===== config.mk =====
export PLATFORM = sky130hd
export DESIGN_NAME = req_encoder_q
export DESIGN_NICKNAME = d
export VERILOG_FILES = /design/src/rtl/enc_pkg.sv /design/src/rtl/prio_pick.sv /design/src/rtl/req_encoder_q.sv
export SDC_FILE = /design/constraint.sdc
export NUM_CORES = 1
export LEC_CHECK = 0
export CORE_UTILIZATION = 30
export DETAILED_ROUTE_END_ITERATION = 16
export PLACE_DENSITY_LB_ADDON = 0.3
export SLEW_MARGIN = 40
export SYNTH_ARGS = -nofsm -noshare
export SYNTH_HDL_FRONTEND = slang
export SYNTH_HIERARCHICAL = 1
export SYNTH_SLANG_ARGS = --single-unit

===== constraint.sdc =====
create_clock -name clk -period 1.61 [get_ports clk]
set_clock_uncertainty 0.2 [all_clocks]
set_input_delay 0.4025 -clock clk [delete_from_list [all_inputs] [get_ports clk]]
set_output_delay 0.4025 -clock clk [all_outputs]
set_load 0.005 [all_outputs]

===== src/rtl/enc_pkg.sv =====
// Shared constants and helpers for the sticky request encoder.
package enc_pkg;

    localparam int MODE_FIXED = 0;
    localparam int MODE_RR    = 1;

    function automatic logic [63:0] onehot(input int unsigned idx,
                                           input int unsigned n);
        return (idx < n) ? (64'd1 << idx) : 64'd0;
    endfunction

endpackage


===== src/rtl/prio_pick.sv =====
// Lowest-set-index finder with an any-found flag.
module prio_pick #(
    parameter  int N = 4,
    localparam int W = $clog2(N)
) (
    input  logic [N-1:0] vec_i,
    output logic [W-1:0] idx_o,
    output logic         found_o
);

    always_comb begin
        idx_o   = '0;
        found_o = 1'b0;
        for (int i = N - 1; i >= 0; i--) begin
            if (vec_i[i]) begin
                idx_o   = W'(i);
                found_o = 1'b1;
            end
        end
    end

endmodule


===== src/rtl/req_encoder_q.sv =====
// Sticky request latch presenting one encoded index at a time
// on a registered valid/ready output, fixed-priority or round-robin.
module req_encoder_q
    import enc_pkg::*;
#(
    parameter  int N  = 4,
    parameter  int RR = 0,
    localparam int W  = $clog2(N)
) (
    input  logic         clk,
    input  logic         rst_n,
    input  logic [N-1:0] req,
    input  logic         flush,
    input  logic         out_ready,
    output logic         out_valid,
    output logic [W-1:0] out_idx,
    output logic [N-1:0] pending,
    output logic         overflow
);

    localparam logic [W:0] NW = (W + 1)'(N);

    logic [N-1:0]   pend_q, pend_d;
    logic           vld_q, vld_d;
    logic [W-1:0]   idx_q, idx_d;
    logic [W-1:0]   ptr_q, ptr_d;
    logic           ovf_q, ovf_d;

    logic [N-1:0]   pres_oh;
    logic [N-1:0]   kept;
    logic [N-1:0]   cand;
    logic [N-1:0]   rot;
    logic [2*N-1:0] dbl;
    logic [W-1:0]   base;
    logic [W-1:0]   pick;
    logic [W-1:0]   sel;
    logic [W:0]     sum;
    logic           hs;
    logic           load;
    logic           found;

    assign hs   = vld_q & out_ready;
    assign load = ~vld_q | hs;
    assign base = (RR == MODE_RR) ? ptr_q : '0;

    // The presented bit is masked out even if re-requested, so it
    // waits behind the other candidates instead of repeating.
    always_comb begin
        pres_oh = vld_q ? N'(onehot(32'(idx_q), N)) : '0;
        kept    = pend_q & ~(hs ? pres_oh : '0);
        cand    = (kept | req) & ~pres_oh;
    end

    // Rotate right by the search base so a plain lowest-index pick
    // yields the first candidate at or after it, with wrap.
    assign dbl = {cand, cand};
    assign rot = N'(dbl >> base);

    prio_pick #(.N(N)) u_pick (
        .vec_i   (rot),
        .idx_o   (pick),
        .found_o (found)
    );

    always_comb begin
        sum = {1'b0, pick} + {1'b0, base};
        sel = (sum >= NW) ? W'(sum - NW) : W'(sum);
    end

    always_comb begin
        pend_d = flush ? '0 : (kept | req);
        ovf_d  = ~flush & (|(req & kept));
        vld_d  = vld_q;
        idx_d  = idx_q;
        ptr_d  = ptr_q;
        if (flush) begin
            vld_d = 1'b0;
        end else begin
            if (load) begin
                vld_d = found;
                if (found) begin
                    idx_d = sel;
                end
            end
            if (RR == MODE_RR && hs) begin
                ptr_d = (idx_q == W'(N - 1)) ? '0 : idx_q + W'(1);
            end
        end
    end

    always_ff @(posedge clk or negedge rst_n) begin
        if (!rst_n) begin
            pend_q <= '0;
            vld_q  <= 1'b0;
            idx_q  <= '0;
            ptr_q  <= '0;
            ovf_q  <= 1'b0;
        end else begin
            pend_q <= pend_d;
            vld_q  <= vld_d;
            idx_q  <= idx_d;
            ptr_q  <= ptr_d;
            ovf_q  <= ovf_d;
        end
    end

    assign out_valid = vld_q;
    assign out_idx   = idx_q;
    assign pending   = pend_q;
    assign overflow  = ovf_q;

endmodule


==> key figures <==
Status
  • Status: finished with violations
  • Failing checks: setup timing

Clock network
  • Total CTS buffers: 3
  • Clk root buf: clkbuf_4
  • Clk_lat worst skew: 0.26 ns
  • CTS tree: yes
  • Worst-path clk slew: around 0.060 ns
  • CTS sink count: 8
  • H-Tree Depth: 1
  • CTS Buffer Depth: 2

Cells and area
  • Layout cell share with drive strength beyond 1: between 40% and 50%
  • Most frequent cells in the layout: buf_4, nor2_1, dlygate4sd2_1
  • Fin area: about 830 µm²
  • Layout area overhead: 78.38%
  • Nets: 100
  • Most common cell after layout, fill and taps aside: buf_4
  • N_diodes: 0
  • Fillers: about 140

Drt
  • 1st-pass router iterations: 4
  • Initial DRC Count: 12
  • Vias/cell: between 5 and 6
  • Detail Route Antenna Nets: 0
  • Vias: 545
  • Post-Route WL: between 1000 and 1500 µm
  • DRC Markers: 0
  • DR WL/cell: about 14 µm

Global route
  • Pin count of the biggest net entering global routing: 9
  • GRT Total Usage: about a fifth
  • Initial antenna violation count: 0
  • Grt ovf: 0
  • Vias in the first global route: 482
  • First-pass GRT wire length: approximately 2100 µm

STA
  • Fin crit period: ~1.8 ns
  • Final Hold Viols: 0
  • RSZ-0062 raised after global routing: true
  • Worst slew pin tran: about 0.41 ns
  • # setup viols final: 3
  • Total negative setup slack: -0.5079 ns
  • Slew headroom: between 70% and 80%
  • Final period utilization: 113.2%
  • Final Worst Setup Slack: -0.2118 ns
  • Fmax: between 500 and 600 MHz
  • Final Max Tran Viols: 0

Power and ir drop
  • Leak: ~0.41 nW
  • Peak VDD IR: ~530 µV
  • Power per cell area: slightly above 900 nW/µm²
  • Power Total: about 0.77 mW

Synth
  • Cell area after synthesis: 462.9 µm²
  • Ys Warns: 6
  • Syn avg cell area: 9.259 µm²
  • Gate Count Post-Synth: 50
  • Syn nets: just under 60
  • Sequential share of the synthesized area: between 40% and 50%
  • Number of distinct library cells after synthesis: 22
  • Synth Register Bits: 8

Flow run
  • Maxcap violations: 0

Floorplanning
  • Core ar.: approximately 1400 µm²
  • Rows: 13
  • Ports: 16
  • Starting Density: between 30% and 40%
  • Die Y: roughly 41 µm
  • Die X: slightly above 40 µm
  • Die area: 1704 µm²

Placement
  • Post-Place Cell Area: approximately 730 µm²
  • Final GP Congestion: between 0.7 and 0.8
  • Post-DP HPWL: around 880 µm
  • Port Buffers: 15

Worst setup path
  • Reg2reg path depth: 6
  • Critical path required time: ~1.6 ns
  • Setup CP Type: reg -> reg
  • CP Capture Type: register
  • Worst EP arrival: 1.76 ns
  • Critical Path Fanout Max: 6
  • Critical path startpoint category: register

Min path
  • Hold WC Path Type: in -> async
==> cells by family after synthesis <==
family | synth area share [%]
flip-flops | 43.24
buffers and inverters | 7.839
AND/OR/NAND/NOR | 25.40
AO/OA/AOI/OAI | 18.65
multiplexers | 4.865
==> flip-flops by register name, summed over array words and instances (netlist names) <==
register,flops
pending,4
out_idx,2
out_valid,1
overflow,1
==> cell type report <==
| class | count | area (µm²) | share of cell area, % |
|---|---|---|---|
| multi-input combinational | 35 | 247.7 | 30.00 |
| timing repair buffer | 40 | 319.1 | 38.64 |
| inverter | 4 | 15.01 | 1.818 |
| tap | 15 | 18.77 | 2.273 |
| clock buffer | 3 | 22.52 | 2.727 |
| sequential | 8 | 202.7 | 24.55 |
==> Yosys cell counts <==
cell	count	area (µm²)
nand3_1	3	15.01
buf_6	1	11.26
buf_2	2	10.01
nand4_1	1	6.260
nor2b_4	1	13.76
a31oi_1	2	12.51
nand2b_1	1	6.260
nand4b_1	2	17.52
a41oi_1	1	8.760
dfrtp_1	8	200.2
o31ai_1	1	7.510
o311ai_1	1	8.760
inv_2	2	7.510
nor2_1	9	33.78
nor3b_2	1	12.51
nor3_1	1	5.000
inv_1	2	7.510
a21oi_2	1	8.760
o32a_1	2	20.02
a21oi_1	4	20.02
nand2_1	2	7.510
mux2_1	2	22.52
==> critical path: stages (launching register included) <==
cell     delay [ns]
dfrtp_2        0.42
inv_2          0.05
o32a_1         0.35
nor2_1         0.12
nand2_1        0.09
nor3b_4        0.17
mux2_4         0.30
==> worst paths after layout <==
path                                        start  slack, ns                endpoint
max                        out_idx[0]$_DFFE_PN0P_      -0.21  out_idx[0]$_DFFE_PN0P_
max reg2reg                out_idx[0]$_DFFE_PN0P_      -0.21  out_idx[0]$_DFFE_PN0P_
min reg2reg                  pending[1]$_DFF_PN0_       0.41    pending[1]$_DFF_PN0_
min                                         rst_n       0.23    pending[3]$_DFF_PN0_
max in group asynchronous                   rst_n       0.66  out_idx[0]$_DFFE_PN0P_
min in group clk                           req[3]       0.39    pending[3]$_DFF_PN0_
==> metrics by stage <==
step	worst slack, ns	utilization [%]	hold WS (ns)	instances
finish	-0.2118	60.44	0.2322	105
global route	-0.2615	60.44	0.2648	105
CTS	-0.1925	60.71	0.2507	104
detailed placement	-0.5508	53.48	0.3565	93
global placement	-0.5220	53.48	0.3462	93
floorplan	-0.2009	-	-0.09309	50
==> what timing repair did <==
action,in CTS,in global routing
hold buffers,0,0
pin swaps,5,1
resized for setup,22,4
buffers inserted,8,2
endpoints found under the setup margin,11,7
==> routing by layer <==
metal / wire length [µm] / up-vias / part of all wire, % / GRT usage [%]
met5: 0 / - / 0 / 0
met4: 45 / 0 / 3.1 / 14.52
met3: 68 / 6 / 4.7 / 4.891
met2: 701 / 22 / 48 / 34.38
met1: 634 / 257 / 44 / 23.70
li1: - / 260 / - / -
==> power by group <==
group          switching, mW  leakage, nW  internal [mW]
combinational          0.133        0.299          0.205
sequential            0.0332       0.0977          0.230
clock                 0.0811       0.0138         0.0861
total                  0.247        0.411          0.521
(Power assumes the default switching activity.)
